==> config.mk <==
export PLATFORM = sky130hd
export DESIGN_NAME = fba_accumulator
export DESIGN_NICKNAME = d
export VERILOG_FILES = /design/src/rtl/fba_accumulator_pkg.sv /design/src/rtl/fba_accumulator_adder.sv /design/src/rtl/fba_accumulator.sv
export SDC_FILE = /design/constraint.sdc
export NUM_CORES = 1
export LEC_CHECK = 0
export BUFFER_PORTS_ARGS = -buffer_cell sky130_fd_sc_hd__buf_2
export CAP_MARGIN = 20
export CORE_MARGIN = 5
export CORE_UTILIZATION = 53
export CTS_CLUSTER_SIZE = 28
export DETAILED_ROUTE_END_ITERATION = 10
export GPL_TIMING_DRIVEN = 0
export PLACE_DENSITY = 0.87
export RECOVER_POWER = 50
export SETUP_SLACK_MARGIN = 0.05
export SLEW_MARGIN = 20
export SYNTH_ARGS = -nofsm -noshare
export SYNTH_HDL_FRONTEND = slang
export SYNTH_SLANG_ARGS = --single-unit
==> constraint.sdc <==
create_clock -name clk -period 2.66 [get_ports clk]
set_input_delay 0 -clock clk [delete_from_list [all_inputs] [get_ports clk]]
set_output_delay 0 -clock clk [all_outputs]
set_load 0.005 [all_outputs]
==> src/rtl/fba_accumulator_pkg.sv <==
// Shared widths and FSM state encoding for the fixed-bounding accumulator.
package fba_accumulator_pkg;
  localparam int DATA_W = 16;
  localparam int CNT_W  = 8;

  typedef enum logic {
    ACC  = 1'b0,
    HOLD = 1'b1
  } state_t;
endpackage

==> src/rtl/fba_accumulator_adder.sv <==
// Fixed-bounding adder: upper byte adds exactly, lower byte saturates at 0xFF
// instead of carrying, so the upper byte never sees a carry-in.
module fba_adder
  import fba_accumulator_pkg::*;
(
  input  logic [DATA_W-1:0] a,
  input  logic [DATA_W-1:0] b,
  output logic [DATA_W-1:0] sum,
  output logic              cout
);
  logic [8:0] lo_sum;
  logic [8:0] hi_sum;

  assign lo_sum = {1'b0, a[7:0]} + {1'b0, b[7:0]};
  assign hi_sum = {1'b0, a[15:8]} + {1'b0, b[15:8]};

  // A lower-byte carry is absorbed by clamping rather than propagated upward.
  assign sum  = {hi_sum[7:0], (lo_sum[8] ? 8'hFF : lo_sum[7:0])};
  assign cout = hi_sum[8];
endmodule

==> src/rtl/fba_accumulator.sv <==
// Windowed accumulator: sums a burst of operands (ended by last or MAX_LEN beats)
// and holds the result until consumed; result visible one cycle after the final beat.
module fba_accumulator
  import fba_accumulator_pkg::*;
#(
  parameter int MAX_LEN = 64,
  parameter int APPROX  = 1
) (
  input  logic              clk,
  input  logic              rst,
  input  logic              in_valid,
  output logic              in_ready,
  input  logic [DATA_W-1:0] in_data,
  input  logic              in_last,
  output logic              out_valid,
  input  logic              out_ready,
  output logic [DATA_W-1:0] out_sum,
  output logic              out_ovf,
  output logic [CNT_W-1:0]  out_count
);
  localparam logic [CNT_W-1:0] LAST_CNT = CNT_W'(MAX_LEN - 1);

  state_t            state;
  logic [DATA_W-1:0] acc;
  logic              ovf;
  logic [CNT_W-1:0]  cnt;
  logic [DATA_W-1:0] add_sum;
  logic              add_cout;
  logic              accept;
  logic              win_end;

  generate
    if (APPROX != 0) begin : g_approx
      fba_adder u_adder (
        .a    (acc),
        .b    (in_data),
        .sum  (add_sum),
        .cout (add_cout)
      );
    end else begin : g_exact
      logic [DATA_W:0] full_sum;
      assign full_sum = {1'b0, acc} + {1'b0, in_data};
      assign add_sum  = full_sum[DATA_W-1:0];
      assign add_cout = full_sum[DATA_W];
    end
  endgenerate

  assign accept  = in_valid & in_ready;
  // Count-limit and last on the same beat still close just one window.
  assign win_end = in_last | (cnt == LAST_CNT);

  always_ff @(posedge clk or posedge rst) begin
    if (rst) begin
      state     <= ACC;
      acc       <= '0;
      ovf       <= 1'b0;
      cnt       <= '0;
      in_ready  <= 1'b1;
      out_valid <= 1'b0;
    end else begin
      case (state)
        ACC: begin
          if (accept) begin
            acc <= add_sum;
            ovf <= ovf | add_cout;
            cnt <= cnt + 1'b1;
            if (win_end) begin
              state     <= HOLD;
              in_ready  <= 1'b0;
              out_valid <= 1'b1;
            end
          end
        end
        HOLD: begin
          if (out_ready) begin
            state     <= ACC;
            acc       <= '0;
            ovf       <= 1'b0;
            cnt       <= '0;
            in_ready  <= 1'b1;
            out_valid <= 1'b0;
          end
        end
        default: begin
          state     <= ACC;
          in_ready  <= 1'b1;
          out_valid <= 1'b0;
        end
      endcase
    end
  end

  assign out_sum   = out_valid ? acc : '0;
  assign out_ovf   = out_valid & ovf;
  assign out_count = out_valid ? cnt : '0;
endmodule

* After elaboration in Yosys (flattened, before gate mapping) *
Cells that the tools add are included.

storage, ports and cells
  bits of input ports = 21
  flip-flop bits (word level) = 28
  logic and storage cells = 43
  output and inout port bits = 27

cells by class
  multiplexer cells = 23
  bitwise logic cells = 5
  $add $sub $neg = 3
  equal/unequal tests = 4
  reduce and logical (&&, ||, !) cells = 2

operators with widths
  cell                                                                   number
  16-bit 2-to-1 mux                                                      3
  8-bit 2-to-1 mux                                                       4
  16-bit case mux with 2 select lines                                    1
  8-bit by 8-bit adder with 9-bit output                                 2
  8-bit case mux with 2 select lines                                     1
  1-bit 2-to-1 mux                                                       10
  8-bit by 1-bit adder with 8-bit output, second input constant          1
  8-bit by 6-bit equality test with 1-bit output, second input constant  1
  1-bit case mux with 2 select lines                                     4
  2-bit inequality test, second input constant                           3
  3-bit AND reduction                                                    1
  1-bit bitwise AND                                                      2
  1-bit bitwise OR                                                       2
  2-bit AND reduction                                                    1
  1-bit NOT                                                              1

* Longest topological paths before layout *
Gate-level depths: netlist of run 1.

  depth in word-level cells = 5
  gate-level depth with buffers = 7
  gate-level depth less buffers = 7

* Modules after synthesis *
From an unflattened synthesis of run 1, not the netlist that was laid out.

second synthesis, totals
  cell total of the unflattened synthesis = 240
  area, all modules = 2,045.7 µm²

modules (own cells, without submodules)
  module           cells each  instances  seq. area each (µm²)  area an instance (µm²)
  fba_accumulator  153         1          701.9                 1,365.1
  fba_adder        87          1          0.0                   680.7

* Worst setup path after synthesis of run 1 *
OpenSTA, ideal clock, no wires.

  path type = flip-flop to flip-flop
  from = register acc[0]
  to = register acc[0]
  setup slack = 0.688 ns
  path buffers = 0
  stages on the path, launching flop included = 8
  library setup time = 0.126 ns
  arrival time = 1.846 ns
  period minus slack after synthesis = 1.972 ns
  required time = 2.534 ns
  cell sequence = dfrtp_1 ha_1 fa_1 a21o_1 a221oi_2 o21ai_2 nand2b_4 a2bb2oi_1

between the ends
  word-level cells in the longest chain between the ends = 4

ends and longest elaborated chain
  item                                    line                         text
  from (decl)                             fba_accumulator.sv:24        logic [DATA_W-1:0] acc;
  from (signal assigned)                  fba_accumulator.sv:64        acc <= add_sum;
  8-bit by 8-bit adder with 9-bit output  fba_accumulator_adder.sv:14  assign lo_sum = {1'b0, a[7:0]} + {1'b0, b[7:0]};
  8-bit 2-to-1 mux                        fba_accumulator_adder.sv:18  assign sum = {hi_sum[7:0], (lo_sum[8] ? 8'hFF : lo_sum[7:0])};
  16-bit 2-to-1 mux                       fba_accumulator.sv:63        if (accept) begin
  16-bit case mux with 2 select lines     fba_accumulator.sv:61        case (state)

Every way passes these cells. The select of a mux whose other input is x is not followed.
A chain may end at the register's enable or synchronous reset.

* Worst setup path in the final report of run 1 *
  from = register acc[0]
  to = register acc[1]

Same word-level chain as after synthesis.

==> results by group, run 1 <==
Global route
  • Initial antenna violation count: 0
  • Total GRT Usage: 0.187
  • Vias in the first global route: 1781
  • GRT overflow: 0
  • Largest net degree at the start of global routing: 29
  • First-pass GRT wire length: 7.77 mm

Yosys
  • Synth area leader: dfrtp_1
  • Syn avg cell area: 8.99 um^2
  • Syn nets: 258
  • Count leader, synth: dfrtp_1
  • Register area share after synthesis: 0.358
  • Post-Syn Instances: 218
  • Async SR Flop Fraction: 1.00
  • Ys Warns: 0
  • Compound-Gate Fraction of Synth Area: 0.153
  • Fraction of synthesized cell area in xor and xnor cells: 0.0670
  • Synth top area share: 0.345
  • Simple-gate share of the synthesized area: 0.256
  • EDFF count, synth: 0
  • Post-synthesis cell type count: 44
  • Combinational family with the most area after synthesis: simple AND/OR/NAND/NOR gates
  • Synth top area cells: dfrtp_1, ha_1, and2_1
  • Post-synthesis mux area share: 0.0102
  • Post-synthesis cell area: 0.00196 mm^2
  • Synth cell count leaders: dfrtp_1, and2_1, nand2_1
  • Synth Flop Type: dfrtp_1
  • Area share of fa/ha/maj cells after synthesis: 0.129
  • Yosys reg bits: 28

Worst setup path
  • CP startpoint kind: flop
  • Critical path endpoint category: flop
  • CP required: 2820 ps
  • Worst Path Max Fanout: 5
  • WS Path Type: flop to flop
  • Critical Path AT: 2330 ps

Clock network
  • CTS clk-pin slew, worst paths: 100 ps
  • Clock tree buffer depth: 2
  • H-tree levels: 1
  • # resized after CTS: 0
  • CTS tree: done
  • Total CTS buffers: 3
  • CTS Sinks: 28
  • Root Buffer: clkbuf_8
  • Clk_lat worst skew: 270 ps

Finish
  • Util after Layout: 0.641
  • Area growth syn-to-layout: 18.8%
  • Design area: 0.00233 mm^2
  • Fin nets: 312
  • FILL cells: 322
  • Layout cells sized above 1: 0.218
  • # diodes: 0

Timing
  • Skew final: 2.78 ps
  • Max Clock Freq: 460 MHz
  • Setup tns final: 0 ps
  • Final Hold Viols: 0
  • RSZ-0062 raised after global routing: false
  • Min Tclk post-route: 2170 ps
  • Setup Viol. Count Final: 0
  • Max-slew violations: 0
  • Max-Slew Margin vs Limit: 0.285
  • Final period utilization: 0.816
  • Setup slack after layout: 488 ps
  • Worst slew pin tran: 1070 ps

Route
  • DR pass1 iterations: 4
  • Iter 0 DRT Violations: 84
  • Drc violations: 0
  • Post-detailed-routing wire length: 4.49 mm
  • Drt wl/cell: 14.1 um
  • Vias: 1774
  • Antenna Nets Post-Route: 0
  • Vias per cell: 5.56

Run
  • Max cap viols: 0

Die
  • Top-Level Pins: 48
  • Die area: 0.00501 mm^2
  • Die Wd: 70.8 um
  • Row cnt: 22
  • Initial Util: 0.539
  • Core area: 0.00363 mm^2
  • Die Y: 70.8 um

Pwr
  • Share of power burned in registers: 0.323
  • Total Power: 2.35 mW
  • Switching part of the total: 0.425
  • Comb pwr share: 0.565
  • Clock share of power: 0.113
  • Lkg Pwr: 1.16 nW
  • Psw: 0.997 mW
  • Int Pwr: 1.35 mW
  • Maximum vdd drop: 428 uV
  • Power per Cell Area: 1010 mW/mm^2

Worst hold path
  • Hold Path Class: input port to flop

Placement
  • Detailed placement HPWL: 3.43 mm
  • Placed inst area: 0.00225 mm^2
  • Final GP Congestion: 0.770
  • Dpl ws: 537 ps
  • Port bufs: 47

Outcome
  • Status: completed
==> final timing paths <==
check | startpoint | to | slack, ps | depth (start not counted)
setup / recovery | acc[0] | acc[1] | 490 | 7
setup reg to reg | acc[0] | acc[1] | 490 | 7
hold reg to reg | in_ready | in_ready | 520 | 2
hold / removal | in_data[8] | acc[8] | 40 | 4
min in group asynchronous | rst | ovf | 540 | 3
max in group asynchronous | rst | cnt[4] | 1480 | 3
==> state kept, by name, summed over array words and instances (netlist names) <==
signal,count
state,1
cnt,8
in_ready,1
ovf,1
out_valid,1
acc,16
==> power groups by stage <==
| stage | combinational, mW | clock [mW] | sequential, mW |
|---|---|---|---|
| 2_1_floorplan | 0.973 | 0 | 0.716 |
| 5_1_grt | 1.49 | 0.287 | 0.786 |
| 3_3_place_gp | 1.27 | 0 | 0.757 |
| 6_report | 1.32 | 0.264 | 0.757 |
| 3_5_place_dp | 1.32 | 0 | 0.768 |
| 4_1_cts | 1.33 | 0.268 | 0.759 |
==> layout make-up <==
type,count,area (um^2),area share
multi-input cells,177,1200,0.517
flip-flops and latches,28,702,0.301
repair buffers,49,254,0.109
well taps,48,60.1,0.0258
clock buffers,4,55.1,0.0236
plain buffers,9,37.5,0.0161
inverters,4,15.0,0.00645
==> metal layers <==
metal  vias to the layer above  global-route usage  share of wire
li1                        880                   -              -
met1                       847               0.238           0.45
met2                        41               0.329           0.50
met3                         6              0.0256          0.039
met4                         0              0.0543          0.014
met5                         -                   0              0
==> cells by family (layout without fill, tap and decap cells) <==
family	count (synthesis)	after routing
AOI/OAI and AO/OA	47	47
adders and majority gates	19	19
DFF	28	28
xor gates and xnor gates	15	15
muxes	2	2
buffers and inverters	13	66
and+or+nand+nor	94	94
==> worst max-delay path: stages, from the launching register on <==
cell and delay (ps):
dfrtp_1 420, ha_1 220, fa_1 410, a21o_1 240, a221oi_2 320, o21ai_2 160, nand2b_4 160, a2bb2oi_1 120
==> repair_timing <==
| item | 4_1_cts | 5_1_grt |
|---|---|---|
| setup buffers | 0 | 0 |
| hold buffers | 1 | 1 |
| endpoints found under the hold margin | 1 | 27 |
==> per-stage QoR <==
stage / instances / hold WS, ps
after CTS: 318 / 17.9
final: 319 / 41.5
after floorplan: 218 / 64.7
after global routing: 319 / 45.0
after detailed placement: 313 / 243
after global placement: 313 / 220
==> cell usage in the layout (no fill, tap or decap), drive strengths merged, types with 2 or more instances in the layout <==
| master | Yosys | routed |
|---|---|---|
| xor2 | 9 | 9 |
| ha | 17 | 17 |
| nor2 | 10 | 10 |
| mux2i | 2 | 2 |
| o211ai | 2 | 2 |
| inv | 4 | 4 |
| a21oi | 16 | 16 |
| buf | 3 | 49 |
| nor3 | 4 | 4 |
| nand2 | 22 | 22 |
| and3 | 3 | 3 |
| nor4b | 2 | 2 |
| fa | 2 | 2 |
| clkbuf | 6 | 11 |
| dfrtp | 27 | 27 |
| nand3 | 18 | 18 |
| xnor2 | 6 | 6 |
| and2 | 26 | 26 |
| a2bb2oi | 2 | 2 |
| o21ai | 13 | 13 |
| nor3b | 2 | 2 |
| dlygate4sd3 | 0 | 2 |
| a21o | 3 | 3 |
Power figures use the tool's default switching activity.
==> run 2, diff against run 1 <==
clock period = 2.03 ns   (was 2.66 ns; I/O delays follow)
==> run 2 against run 1 <==
Net effect:
- the flow now finishes with violations (negative setup slack)
- maximum frequency up 6.6%
- wire length rose by 3.4%
- combinational power grew 42%
- worst hold slack better by 2.7 ps
- count of clock-buffer cells in the layout unchanged
- critical endpoint is now acc[0]
- largest cell class unchanged
- largest power group unchanged
==> results by group, run 2 (synthesis results as in run 1) <==
Outcome
  • Status: complete, but fails checks
  • Violated checks: negative setup slack

Timing
  • Max-slew violations: 0
  • Max Clock Freq: 491 MHz
  • Min Tclk post-route: 2040 ps
  • Max-Slew Margin vs Limit: 0.284
  • Setup Viol. Count Final: 2
  • Worst slew pin tran: 1070 ps
  • Setup tns final: -10.4 ps
  • Skew final: 3.46 ps
  • Setup slack after layout: -7.88 ps
  • RSZ-0062 raised after global routing: true
  • Final Hold Viols: 0
  • Final period utilization: 1.00

Placement
  • Detailed placement HPWL: 3.43 mm
  • Dpl ws: -93.3 ps
  • Port bufs: 47
  • Placed insts: 313
  • Final GP Congestion: 0.770

Route
  • Post-detailed-routing wire length: 4.64 mm
  • Drt wl/cell: 14.4 um
  • DR pass1 iterations: 4
  • Drc violations: 0
  • Antenna Nets Post-Route: 0
  • Iter 0 DRT Violations: 97
  • Vias: 1807
  • Vias per cell: 5.59

Clock network
  • CTS Sinks: 28
  • Total CTS buffers: 3
  • CTS clk-pin slew, worst paths: 90 ps
  • H-tree levels: 1
  • Clock tree buffer depth: 2
  • CTS tree: done
  • Clk_lat worst skew: 270 ps
  • Root Buffer: clkbuf_8

Global route
  • Initial antenna violation count: 0
  • GRT overflow: 0
  • Vias in the first global route: 1824
  • First-pass GRT wire length: 7.90 mm
  • Total GRT Usage: 0.190
  • Largest net degree at the start of global routing: 29

Finish
  • Register area: 702 um^2
  • Area of the multi-input gates: 0.00123 mm^2
  • Leading cell types in the layout, fill and taps excluded: buf_2, dfrtp_1, nand2_1, and2_1, nand3_1
  • Area growth syn-to-layout: 21.8%
  • # diodes: 0
  • Layout cells sized above 1: 0.247
  • FILL cells: 318
  • Biggest register: acc
  • Final Non-Filler Cells: 323
  • Leading cell type in the layout, fill and taps excluded: buf_2
  • Max FFs per register: 16
  • Top flop regs: acc (16), cnt (8)
  • Fin nets: 316

Pwr
  • Power per Cell Area: 1350 mW/mm^2
  • Lkg Pwr: 1.18 nW
  • Maximum vdd drop: 577 uV

Die
  • Die Y: 70.8 um
  • Die area: 0.00501 mm^2
  • Row cnt: 22
  • Initial Util: 0.539
  • Top-Level Pins: 48
  • Core area: 0.00363 mm^2
  • Die Wd: 70.8 um

Worst setup path
  • Worst Path Max Fanout: 5
  • WS Path Type: flop to flop
  • Critical path endpoint category: flop
  • Worst path max stage delay: 420 ps
  • Buf/Inv on CP: 0
  • CP required: 2190 ps
  • Slowest CP cell: dfrtp_1
  • Crit path cell chain: ha_2, fa_2, a21o_1, a221oi_4, o21ai_2, nand2b_4, a2bb2oi_1
  • Critical Path AT: 2200 ps
  • Critical path's top delay family: compound AO/OA/AOI/OAI gates
  • CP startpoint kind: flop

Worst hold path
  • Hold Path Class: input port to flop

Run
  • Max cap viols: 0
-- run 2: cell type report --
type	count	area share
buffer	9	0.0157
clock buffer	4	0.0231
inverter	4	0.00629
multi-input combinational	177	0.517
sequential	28	0.294
tap	48	0.0252
timing repair buffer	53	0.119
-- run 2: worst paths after layout --
kind	to	startpoint	slack, ps	cells past startpoint
max in group asynchronous	acc[10]	rst	850	3
min in group asynchronous	ovf	rst	540	3
worst max-delay path	acc[0]	acc[0]	-8	7
worst min register to register	in_ready	in_ready	520	2
worst max register to register	acc[0]	acc[0]	-8	7
worst min-delay path	acc[8]	in_data[8]	40	4
-- run 2: per-stage QoR --
step / power [mW] / hold slack (ps) / util / instance area, um^2
6_report: 3.22 / 44.1 / 0.657 / 2390
5_1_grt: 3.51 / 44.9 / 0.657 / 2390
4_1_cts: 3.14 / 17.9 / 0.645 / 2340
3_5_place_dp: 2.74 / 243 / 0.621 / 2250
3_3_place_gp: 2.66 / 220 / 0.621 / 2250
2_1_floorplan: 2.21 / 64.7 / - / 1960
-- run 2: routing by layer --
layer	global-route usage	up-vias	wire length (um)
li1	-	892	-
met1	0.239	853	1990
met2	0.336	54	2330
met3	0.0256	8	260
met4	0.0605	0	60
met5	0	-	0
-- run 2: tightest hold or removal path, stage by stage --
cell and delay [ps]:
buf_2 80, ha_1 120, nand2_1 40, nand2_1 50
-- run 2: what timing repair did --
action,4_1_cts,5_1_grt
endpoints found under the hold margin,1,27
hold buffers,1,1
pin swaps,3,7
setup endpoints to repair,9,9
buffers inserted,2,2
resized for setup,4,4
-- run 2: power breakdown --
part           switching, mW  internal [mW]  leakage, nW  total (mW)
combinational          0.981          0.900        0.796        1.88
clock                  0.171          0.173       0.0288       0.344
sequential             0.218          0.776        0.351       0.994
total                   1.37           1.85         1.18        3.22
